<file path="config.mk">
export PLATFORM = sky130hd
export DESIGN_NAME = xcvr_reset_sequencer
export DESIGN_NICKNAME = d
export VERILOG_FILES = /design/src/rtl/xcvr_seq_pkg.sv /design/src/rtl/xcvr_csr_master_port.sv /design/src/rtl/xcvr_reset_sequencer.sv
export SDC_FILE = /design/constraint.sdc
export NUM_CORES = 1
export LEC_CHECK = 0
export ABC_CLOCK_PERIOD_IN_PS = 6200
export BUFFER_PORTS_ARGS = -buffer_cell sky130_fd_sc_hd__clkbuf_2
export CORE_ASPECT_RATIO = 0.75
export CORE_MARGIN = 2
export CORE_UTILIZATION = 35
export CTS_CLUSTER_DIAMETER = 40
export CTS_CLUSTER_SIZE = 40
export DETAILED_ROUTE_END_ITERATION = 8
export PLACE_DENSITY = 0.65
export SYNTH_ARGS = -nofsm -noshare
export SYNTH_HDL_FRONTEND = slang
export SYNTH_HIERARCHICAL = 1
export SYNTH_SLANG_ARGS = --single-unit
</file>
<file path="constraint.sdc">
create_clock -name clk -period 6.2 [get_ports clk]
set_clock_uncertainty 0.1 [all_clocks]
set_input_delay 0.31 -clock clk [delete_from_list [all_inputs] [get_ports clk]]
set_output_delay 0.31 -clock clk [all_outputs]
set_load 0.01 [all_outputs]
</file>
<file path="src/rtl/xcvr_seq_pkg.sv">
// Shared types and constants for the transceiver reset sequencer and its CSR port.
// Status bit layout: [0] tx_pll_locked, [1] rx_is_lockedtoref, [4]/[8] tx/rx reset ack, [5]/[9] tx/rx ready.
package xcvr_seq_pkg;

    typedef enum logic [3:0] {
        ST_IDLE,
        ST_ASSERT_WR,
        ST_HOLD_ACK,
        ST_ACK_RD,
        ST_ACK_CHK,
        ST_HOLD,
        ST_RELEASE_WR,
        ST_WAIT_RDY,
        ST_READY_RD,
        ST_READY_CHK,
        ST_LINK_UP,
        ST_MON_RD,
        ST_MON_CHK,
        ST_RETRY,
        ST_FAIL_WR,
        ST_FAIL
    } seq_state_e;

    localparam logic [3:0]  CTRL_ADDR    = 4'd0;
    localparam logic [3:0]  STAT_ADDR    = 4'd1;
    localparam logic [31:0] CTRL_ASSERT  = 32'h3;
    localparam logic [31:0] CTRL_RELEASE = 32'h0;
    localparam logic [31:0] ACK_MASK     = 32'h110;
    localparam logic [31:0] READY_MASK   = 32'h223;

    typedef struct packed {
        logic        rd;
        logic        wr;
        logic [3:0]  addr;
        logic [31:0] data;
    } csr_req_t;

    function automatic logic mask_set(input logic [31:0] data, input logic [31:0] mask);
        return (data & mask) == mask;
    endfunction

endpackage

</file>
<file path="src/rtl/xcvr_csr_master_port.sv">
// Avalon-MM master port: turns a one-cycle request into registered one-cycle strobes
// and hands read data back with rd_valid in the cycle after csr_read.
module xcvr_csr_master_port
    import xcvr_seq_pkg::*;
(
    input  logic        clk,
    input  logic        reset,
    input  csr_req_t    req,
    output logic [3:0]  csr_address,
    output logic        csr_read,
    output logic        csr_write,
    output logic [31:0] csr_writedata,
    input  logic [31:0] csr_readdata,
    output logic        rd_valid,
    output logic [31:0] rd_data
);

    logic        read_q, read_d;
    logic        write_q, write_d;
    logic        rd_valid_q, rd_valid_d;
    logic [3:0]  address_q, address_d;
    logic [31:0] writedata_q, writedata_d;

    // NOTE: every signal written here gets a default first, so no latch is inferred.
    always_comb begin
        write_d     = req.wr;
        read_d      = req.rd && !req.wr;   // a write always wins; the strobes can never overlap
        address_d   = address_q;
        writedata_d = writedata_q;
        rd_valid_d  = read_q;
        if (write_d || read_d) begin
            address_d = req.addr;
        end
        if (write_d) begin
            writedata_d = req.data;
        end
    end

    // NOTE: reset is synchronous, so it is simply the highest-priority branch of the clocked block.
    always_ff @(posedge clk) begin
        if (reset) begin
            read_q      <= 1'b0;
            write_q     <= 1'b0;
            rd_valid_q  <= 1'b0;
            address_q   <= '0;
            writedata_q <= '0;
        end else begin
            // NOTE: non-blocking assignments so every flop samples the pre-edge values.
            read_q      <= read_d;
            write_q     <= write_d;
            rd_valid_q  <= rd_valid_d;
            address_q   <= address_d;
            writedata_q <= writedata_d;
        end
    end

    assign csr_address   = address_q;
    assign csr_read      = read_q;
    assign csr_write     = write_q;
    assign csr_writedata = writedata_q;
    assign rd_valid      = rd_valid_q;
    assign rd_data       = csr_readdata;

endmodule

</file>
<file path="src/rtl/xcvr_reset_sequencer.sv">
// Brings a transceiver link up through its ctrl/status CSR pair, then watches it and
// re-runs the bring-up on loss of ready, with bounded retries before a sticky error.
module xcvr_reset_sequencer
    import xcvr_seq_pkg::*;
#(
    parameter int HOLD_CYCLES   = 64,
    parameter int POLL_INTERVAL = 16,
    parameter int TIMEOUT_POLLS = 1024,
    parameter int MAX_RETRIES   = 3,
    parameter int AUTO_START    = 1
) (
    input  logic        clk,
    input  logic        reset,
    input  logic        start,
    output logic [3:0]  csr_address,
    output logic        csr_read,
    output logic        csr_write,
    output logic [31:0] csr_writedata,
    input  logic [31:0] csr_readdata,
    output logic        busy,
    output logic        link_up,
    output logic        error,
    output logic [3:0]  retry_count,
    output logic [11:0] status_snap
);

    localparam int WAIT_MAX = (HOLD_CYCLES > POLL_INTERVAL) ? HOLD_CYCLES : POLL_INTERVAL;
    localparam int WAIT_W   = $clog2(WAIT_MAX) + 1;
    localparam int POLL_W   = $clog2(TIMEOUT_POLLS) + 1;

    seq_state_e        state_q, state_d;
    logic [WAIT_W-1:0] wait_q, wait_d;
    logic [POLL_W-1:0] poll_q, poll_d, poll_inc;
    logic [3:0]        retry_q, retry_d;
    logic              error_q, error_d;
    logic [11:0]       snap_q, snap_d;
    logic              started_q, started_d;
    logic              busy_q, busy_d;
    logic              link_up_q, link_up_d;
    csr_req_t          req;
    logic              rd_valid;
    logic [31:0]       rd_data;

    always_comb begin
        state_d   = state_q;
        wait_d    = wait_q;
        poll_d    = poll_q;
        retry_d   = retry_q;
        error_d   = error_q;
        snap_d    = snap_q;
        started_d = 1'b1;
        poll_inc  = (poll_q == POLL_W'(TIMEOUT_POLLS)) ? poll_q : poll_q + POLL_W'(1);

        if (rd_valid) begin
            snap_d = rd_data[11:0];
        end

        unique case (state_q)
            ST_IDLE: begin
                if (start || (AUTO_START != 0 && !started_q)) begin
                    state_d = ST_ASSERT_WR;
                    retry_d = '0;
                    error_d = 1'b0;
                end
            end
            ST_ASSERT_WR: begin
                state_d = ST_HOLD_ACK;
                wait_d  = '0;
                poll_d  = '0;
            end
            ST_HOLD_ACK: begin
                if (wait_q == WAIT_W'(POLL_INTERVAL - 1)) state_d = ST_ACK_RD;
                else                                      wait_d  = wait_q + WAIT_W'(1);
            end
            ST_ACK_RD: state_d = ST_ACK_CHK;
            ST_ACK_CHK: begin
                wait_d = '0;
                if (rd_valid && mask_set(rd_data, ACK_MASK)) begin
                    state_d = ST_HOLD;
                end else begin
                    poll_d  = poll_inc;
                    state_d = (poll_inc == POLL_W'(TIMEOUT_POLLS)) ? ST_RETRY : ST_HOLD_ACK;
                end
            end
            ST_HOLD: begin
                if (wait_q == WAIT_W'(HOLD_CYCLES - 1)) state_d = ST_RELEASE_WR;
                else                                    wait_d  = wait_q + WAIT_W'(1);
            end
            ST_RELEASE_WR: begin
                state_d = ST_WAIT_RDY;
                wait_d  = '0;
                poll_d  = '0;
            end
            ST_WAIT_RDY: begin
                if (wait_q == WAIT_W'(POLL_INTERVAL - 1)) state_d = ST_READY_RD;
                else                                      wait_d  = wait_q + WAIT_W'(1);
            end
            ST_READY_RD: state_d = ST_READY_CHK;
            ST_READY_CHK: begin
                wait_d = '0;
                if (rd_valid && mask_set(rd_data, READY_MASK)) begin
                    state_d = ST_LINK_UP;
                    retry_d = '0;
                end else begin
                    poll_d  = poll_inc;
                    state_d = (poll_inc == POLL_W'(TIMEOUT_POLLS)) ? ST_RETRY : ST_WAIT_RDY;
                end
            end
            ST_LINK_UP: begin
                if (wait_q == WAIT_W'(POLL_INTERVAL - 1)) state_d = ST_MON_RD;
                else                                      wait_d  = wait_q + WAIT_W'(1);
            end
            ST_MON_RD: state_d = ST_MON_CHK;
            ST_MON_CHK: begin
                wait_d  = '0;
                state_d = (rd_valid && mask_set(rd_data, READY_MASK)) ? ST_LINK_UP : ST_RETRY;
            end
            ST_RETRY: begin
                if (retry_q == 4'(MAX_RETRIES)) begin
                    state_d = ST_FAIL_WR;
                    error_d = 1'b1;
                end else begin
                    state_d = ST_ASSERT_WR;
                    retry_d = retry_q + 4'd1;
                end
            end
            ST_FAIL_WR: state_d = ST_FAIL;
            ST_FAIL: begin
                if (start) begin
                    state_d = ST_ASSERT_WR;
                    retry_d = '0;
                    error_d = 1'b0;
                end
            end
            default: state_d = ST_IDLE;
        endcase
    end

    // Requests and status flags decode the next state so the registered strobes line up
    // with the *_WR / *_RD states themselves; monitor and FAIL_WR are substates of LINK_UP and FAIL.
    always_comb begin
        req       = '0;
        req.rd    = state_d inside {ST_ACK_RD, ST_READY_RD, ST_MON_RD};
        req.wr    = state_d inside {ST_ASSERT_WR, ST_RELEASE_WR, ST_FAIL_WR};
        req.addr  = req.wr ? CTRL_ADDR : STAT_ADDR;
        req.data  = (state_d == ST_RELEASE_WR) ? CTRL_RELEASE : CTRL_ASSERT;
        busy_d    = !(state_d inside {ST_IDLE, ST_LINK_UP, ST_MON_RD, ST_MON_CHK, ST_FAIL_WR, ST_FAIL});
        link_up_d = state_d inside {ST_LINK_UP, ST_MON_RD, ST_MON_CHK};
    end

    always_ff @(posedge clk) begin
        if (reset) begin
            state_q   <= ST_IDLE;
            wait_q    <= '0;
            poll_q    <= '0;
            retry_q   <= '0;
            error_q   <= 1'b0;
            snap_q    <= '0;
            started_q <= 1'b0;
            busy_q    <= 1'b0;
            link_up_q <= 1'b0;
        end else begin
            state_q   <= state_d;
            wait_q    <= wait_d;
            poll_q    <= poll_d;
            retry_q   <= retry_d;
            error_q   <= error_d;
            snap_q    <= snap_d;
            started_q <= started_d;
            busy_q    <= busy_d;
            link_up_q <= link_up_d;
        end
    end

    xcvr_csr_master_port u_port (
        .clk           (clk),
        .reset         (reset),
        .req           (req),
        .csr_address   (csr_address),
        .csr_read      (csr_read),
        .csr_write     (csr_write),
        .csr_writedata (csr_writedata),
        .csr_readdata  (csr_readdata),
        .rd_valid      (rd_valid),
        .rd_data       (rd_data)
    );

    assign busy        = busy_q;
    assign link_up     = link_up_q;
    assign error       = error_q;
    assign retry_count = retry_q;
    assign status_snap = snap_q;

endmodule
</file>
==> results of run 1 <==
==> registers in the layout (all words and copies together) (netlist names) <==
signal / count
busy: 1
error: 1
link_up: 1
poll_q: 11
retry_count: 4
started_q: 1
state_q: 4
status_snap: 12
u_port/csr_address: 4
u_port/csr_read: 1
u_port/csr_write: 1
u_port/csr_writedata: 32
u_port/rd_valid: 1
wait_q: 7
==> stage by stage <==
stage          total power [mW]  worst slack, ns  util [%]  instance area (um2)  hold slack (ns)
2_1_floorplan              1.58             3.06         -                 4300            0.356
3_3_place_gp               1.76             2.49      39.6                 4600            0.355
3_5_place_dp               1.79             2.39      39.6                 4600            0.361
4_1_cts                    2.38             2.38      42.4                 4930            0.102
5_1_grt                    2.53             2.06      42.4                 4930            0.132
6_report                   2.36             2.36      42.4                 4930            0.105
==> critical path, stage by stage (launching register included) <==
cell and delay (ns):
dfxtp_1 0.73, nor2b_1 0.47, nand2_1 0.10, or4_1 0.50, a21oi_1 0.24, a211oi_1 0.16
nor3_1 0.36, o2bb2ai_4 0.15, buf_4 0.53, mux2i_1 0.27, nor2_1 0.06
==> cell type report <==
cell class,count,area [um2],share of cell area (%)
inverters,8,30.0,0.609
clock buffers,9,225,4.57
well taps,162,203,4.11
multi-input cells,379,2380,48.2
repair buffers,73,370,7.51
clock inverters,7,101,2.06
flip-flops and latches,81,1620,32.9
==> layout by cell type (no fill, tap or decap), types with 3 or more instances in the layout <==
master and n:
ha_1 4, and3_1 3, nor2b_1 7, o21a_1 5, a22oi_1 3, and2_2 3, conb_1 33, o21ai_0 10
xor2_1 4, nor4_1 4, or3_1 7, nand2b_1 4, nand3b_1 4, nor2_1 80, a31oi_1 5, a21oi_1 30
nand2_1 18, a211oi_1 5, o21ai_1 6, nand3_1 19, o211ai_1 5, dfxtp_1 81, nor3_1 8, or3b_1 4
inv_1 8, clkbuf_16 9, o22ai_1 3, nand4_1 7, and2_1 3, a21o_1 4, mux2i_1 46, clkbuf_2 71
==> power by group through the flow <==
stage                     clock network [mW]  logic, mW  registers [mW]
after detailed placement                   0       1.02           0.774
after CTS                              0.593       1.02           0.765
after global placement                     0      0.998           0.766
final                                  0.578       1.02           0.763
after global routing                   0.613       1.13           0.786
after floorplan                            0      0.811           0.772
==> final timing paths <==
| check | endpoint | depth (start not counted) | from |
|---|---|---|---|
| min reg2reg | u_port/rd_valid$_SDFF_PP0_ | 1 | u_port/csr_read$_SDFF_PP0_ |
| max reg2reg | u_port/csr_writedata[7]$_SDFFE_PP0P_ | 10 | state_q[2]$_SDFF_PP0_ |
| max | u_port/csr_writedata[7]$_SDFFE_PP0P_ | 10 | state_q[2]$_SDFF_PP0_ |
| min | status_snap[10]$_SDFFE_PP0P_ | 3 | csr_readdata[10] |
==> layer usage <==
metal | routed length, um | track usage, % | vias to the layer above
met2 | 4040 | 22.5 | 96
met4 | 118 | 4.71 | 0
met3 | 713 | 5.21 | 12
met1 | 4530 | 22.0 | 1610
met5 | 0 | 0 | -
li1 | - | - | 1824
==> results.tsv, run 1 <==
metric	value	unit
hold_buf cts	0	
Pleak	2.03	nW
share of layout cells above drive strength 1	19.7	%
setup TNS	0	ns
Mapped Cells	478	
final cell count without fillers	719	
1st-iter DRT viols	205	
Pint	1.44	mW
Net Sw Power	921	uW
worst skew pair latency	0.34	ns
worst endpoint required time	6.30	ns
Core Box Area	11600	um2
Rel. slew slack	45.4	%
setup-violating endpoint count in the final report	0	
CTS Buf Count	9	
highest clock rate	260	MHz
P per Cell Area	479	nW/um2
largest net degree at the start of global routing	74	
Worst Setup End Kind	flop	
dpl cells	703	
clock-pin slew on the worst setup and hold paths	0.06	ns
Pins Over Slew Limit	0	
Port Buffer Count	71	
GR Overflow Total	0	
max_cap viols	0	
startpoint types	flop	
Clock Path Buffers	2	
CTS tree	done	
Final period util	62.0	%
num rows	34	
GP Congestion	0.935	
first-pass GRT wire length	16200	um
Period minus WS final	3.84	ns
R2R Setup Slk	2.36	ns
via/cell ratio	4.93	
Avg WL per Cell	13.1	um
initial antenna violation count	0	
drc violations	0	
Tightest Pin Transition	0.819	ns
worst ir drop on vdd	0.296	mV
IO Pins	92	
Die ar.	12800	um2
crit path kind	reg2reg	
Logic pwr share	43.3	%
GRT Overall Usage	15.6	%
post-cts resize count	0	
final hold viol count	0	
Final nets	591	
clock power share	24.5	%
Initial Utilization	36.0	%
Vias	3542	
post-route ant nets	0	
area grow syn2layout	17.9	%
CTS sink cnt	81	
DPL Wire Length	6590	um
Filler Cells Inserted	1126	
Synth Area per Inst	8.75	um2
vias in the first global route	3301	
Switching Fraction	39.0	%
final wirelength	9410	um
Min-Delay Path Class	in2reg	
diode count	0	
chip height	98.7	um
status	complete, no violations	
Die X	130	um
RSZ-0062 raised after global routing	no	
H-tree Lvls	3	
Syn. warnings	6	
Worst EP arrival	3.94	ns
Crit Path Max Fanout	42	
DR pass1 iterations	4	
root buffer cell	clkbuf_16	
Synth Cell Area	4180	um2
Flop pwr share	32.3	%
postcts setup bufs	0	
Power figures use the tool's default switching activity.
==> run 2, diff against run 1 <==
- ABC_CLOCK_PERIOD_IN_PS: 6200 -> 3500
- PLACE_DENSITY: 0.65 -> 0.67
- clock period: 6.2 -> 3.5 ns (I/O delays scaled with it)
==> results.tsv, run 2 (same netlist as run 1, synthesis figures left out) <==
metric	value	unit	change
Pleak	2.10	nW	was 2.03 nW
clock-pin slew on the worst setup and hold paths	0.06	ns	about the same
Pint	2.58	mW	was 1.44 mW
hold-critical path endpoint	status_snap[4]$_SDFFE_PP0P_		was status_snap[10]$_SDFFE_PP0P_
Util after Layout	43.7	%	was 42.4%
via/cell ratio	5.03		was 4.93
1st-iter DRT viols	236		was 205
dpl cells	714		was 703
Finished Cell Area	5070	um2	was 4930 um2
setup TNS	0	ns	unchanged
Tightest Pin Transition	0.737	ns	was 0.819 ns
largest net degree at the start of global routing	51		was 74
Initial Utilization	36.0	%	unchanged
root buffer cell	clkbuf_16		unchanged
RSZ-0062 raised after global routing	no		unchanged
CTS sink cnt	81		unchanged
status	complete, no violations		unchanged
Final nets	608		was 591
startpoint types	flop		unchanged
Pins Over Slew Limit	0		unchanged
Die X	130	um	unchanged
Worst Setup End Kind	flop		unchanged
R2R Setup Slk	0.25	ns	was 2.36 ns
Port Buffer Count	71		unchanged
r2r worst-path depth	12		was 10
GRT Overall Usage	15.9	%	was 15.6%
Rel. slew slack	50.7	%	was 45.4%
setup-violating endpoint count in the final report	0		unchanged
Reg-to-Reg End	u_port/csr_address[1]$_SDFFE_PP0P_		was u_port/csr_writedata[7]$_SDFFE_PP0P_
highest clock rate	308	MHz	was 260 MHz
Clock Path Buffers	2		unchanged
Vias	3700		was 3542
share of layout cells above drive strength 1	21.6	%	was 19.7%
first-pass GRT wire length	16500	um	was 16200 um
Min-Delay Path Class	in2reg		unchanged
slowest cell delay on critical path	0.43	ns	was 0.73 ns
Core Box Area	11600	um2	unchanged
final hold viol count	0		unchanged
CP delay by family, top	simple AND/OR/NAND/NOR gates		unchanged
DPL Wire Length	7040	um	was 6590 um
CTS Buf Count	9		unchanged
post-route ant nets	0		unchanged
IO Pins	92		unchanged
postcts setup bufs	0		unchanged
Switching Fraction	39.0	%	about the same
drc violations	0		unchanged
Net Sw Power	1.65	mW	was 921 uW
Final period util	92.7	%	was 62.0%
CTS tree	done		unchanged
Period minus WS final	3.25	ns	was 3.84 ns
diode count	0		unchanged
critical path cell sequence	ha_2 -> and3_4 -> nand4_4 -> or3b_4 -> a2111oi_4 -> nand2_2 -> a21o_1 -> nand2_1 -> o2bb2ai_4 -> buf_12 -> or3b_1 -> a21oi_1		was nor2b_1 -> nand2_1 -> or4_1 -> a21oi_1 -> a211oi_1 -> nor3_1 -> o2bb2ai_4 -> buf_4 -> mux2i_1 -> nor2_1
commonest non-fill, non-tap cell in the layout	dfxtp_1		unchanged
worst skew pair latency	0.33	ns	was 0.34 ns
area grow syn2layout	21.3	%	was 17.9%
commonest cells after routing, fill and taps aside	dfxtp_1 (80), nor2_1 (79), clkbuf_2 (71), mux2i_1 (46), conb_1 (33)		was dfxtp_1 (81), nor2_1 (80), clkbuf_2 (71), mux2i_1 (46), conb_1 (33)
Avg WL per Cell	13.4	um	was 13.1 um
GP Congestion	0.926		was 0.935
vias in the first global route	3478		was 3301
Design Power	4.23	mW	was 2.36 mW
Die ar.	12800	um2	unchanged
worst endpoint required time	3.66	ns	was 6.30 ns
final cell count without fillers	736		was 719
max_cap viols	0		unchanged
final wirelength	9840	um	was 9410 um
Buf/Inv on CP	1		unchanged
max reg flops	32		unchanged
Flop pwr share	30.7	%	was 32.3%
P per Cell Area	835	nW/um2	was 479 nW/um2
clock power share	21.2	%	was 24.5%
H-tree Lvls	3		unchanged
Hold Crit Depth	3		unchanged
num rows	34		unchanged
worst ir drop on vdd	0.603	mV	was 0.296 mV
chip height	98.7	um	unchanged
GR Overflow Total	0		unchanged
initial antenna violation count	0		unchanged
Hold Startpoint	csr_readdata[4]		was csr_readdata[10]
Crit Path Max Fanout	25		was 42
DR pass1 iterations	4		unchanged
Critical-path top delay cell	or3b_4		was dfxtp_1
Worst EP arrival	3.41	ns	was 3.94 ns
RR Startpoint	poll_q[0]$_SDFFE_PP0P_		was state_q[2]$_SDFF_PP0_
crit path kind	reg2reg		unchanged
Logic pwr share	48.1	%	was 43.3%
DP Area	4710	um2	was 4600 um2
## run 2: cell types whose count changed in the layout (fill, tap and decap cells not counted), moves of 2 or more
cell | previous run | this run
buf_4 | 2 | 11
clkbuf_8 | 0 | 2
dlygate4sd3_1 | 0 | 6
buf_12 | 0 | 2
bufinv_16 | 2 | 0
clkbuf_1 | 0 | 2
## run 2: what timing repair did
item | 4_1_cts | 5_1_grt
endpoints found under the setup margin | 0 | 36
hold endpoints to repair | 6 | 0
gates resized for setup | 0 | 5
hold buffers | 6 | 0
## run 2: worst reg2reg max path, cell delays in order (launching register included)
cell and delay [ns]:
dfxtp_2 0.38, ha_2 0.24, and3_4 0.24, nand4_4 0.11, or3b_4 0.43, a2111oi_4 0.39, nand2_2 0.11, a21o_1 0.22
nand2_1 0.15, o2bb2ai_4 0.11, buf_12 0.19, or3b_1 0.39, a21oi_1 0.12
## run 2: metal layers
metal | global-route usage, % | up-vias | part of all wire [%]
li1 | - | 1848 | -
met1 | 21.3 | 1724 | 47
met2 | 23.8 | 113 | 43
met3 | 4.94 | 15 | 7.7
met4 | 6.70 | 0 | 2.0
met5 | 0 | - | 0
## run 2: power groups by stage
| stage | combinational [mW] | sequential (mW) | clock [mW] |
|---|---|---|---|
| floorplan | 1.44 | 1.37 | 0 |
| global placement | 1.97 | 1.30 | 0 |
| detailed placement | 2.01 | 1.31 | 0 |
| CTS | 2.03 | 1.30 | 0.922 |
| global route | 2.24 | 1.33 | 0.963 |
| finish | 2.04 | 1.30 | 0.898 |
## run 2: how the worst max path moves through the flow
stage	to	slack, ns	cells past startpoint	from
after global placement	u_port/csr_address[0]$_SDFFE_PP0P_	0.21	12	poll_q[0]$_SDFFE_PP0P_
after detailed placement	u_port/csr_writedata[14]$_SDFFE_PP0P_	0.14	12	poll_q[0]$_SDFFE_PP0P_
final	u_port/csr_address[1]$_SDFFE_PP0P_	0.25	12	poll_q[0]$_SDFFE_PP0P_
after global routing	u_port/csr_writedata[14]$_SDFFE_PP0P_	0.07	12	poll_q[0]$_SDFFE_PP0P_
after CTS	u_port/csr_writedata[0]$_SDFFE_PP0P_	0.12	12	poll_q[0]$_SDFFE_PP0P_
after floorplan	u_port/csr_writedata[23]$_SDFFE_PP0P_	0.36	13	poll_q[1]$_SDFFE_PP0P_
## run 2: area by class of cell
cell class                 instances  area (um2)
sequential                        81        1620
timing repair buffer              90         538
fill                            1144        6540
clock inverter                     3        23.8
inverter                           8        30.0
tap                              162         203
clock buffer                      13         260
multi-input combinational        379        2390
## run 2: per-stage QoR
stage | setup slack [ns] | hold slack [ns]
floorplan | 0.356 | 0.285
global placement | 0.207 | 0.311
detailed placement | 0.143 | 0.325
CTS | 0.122 | 0.00179
global route | 0.0715 | 0.0150
finish | 0.254 | 0.00793
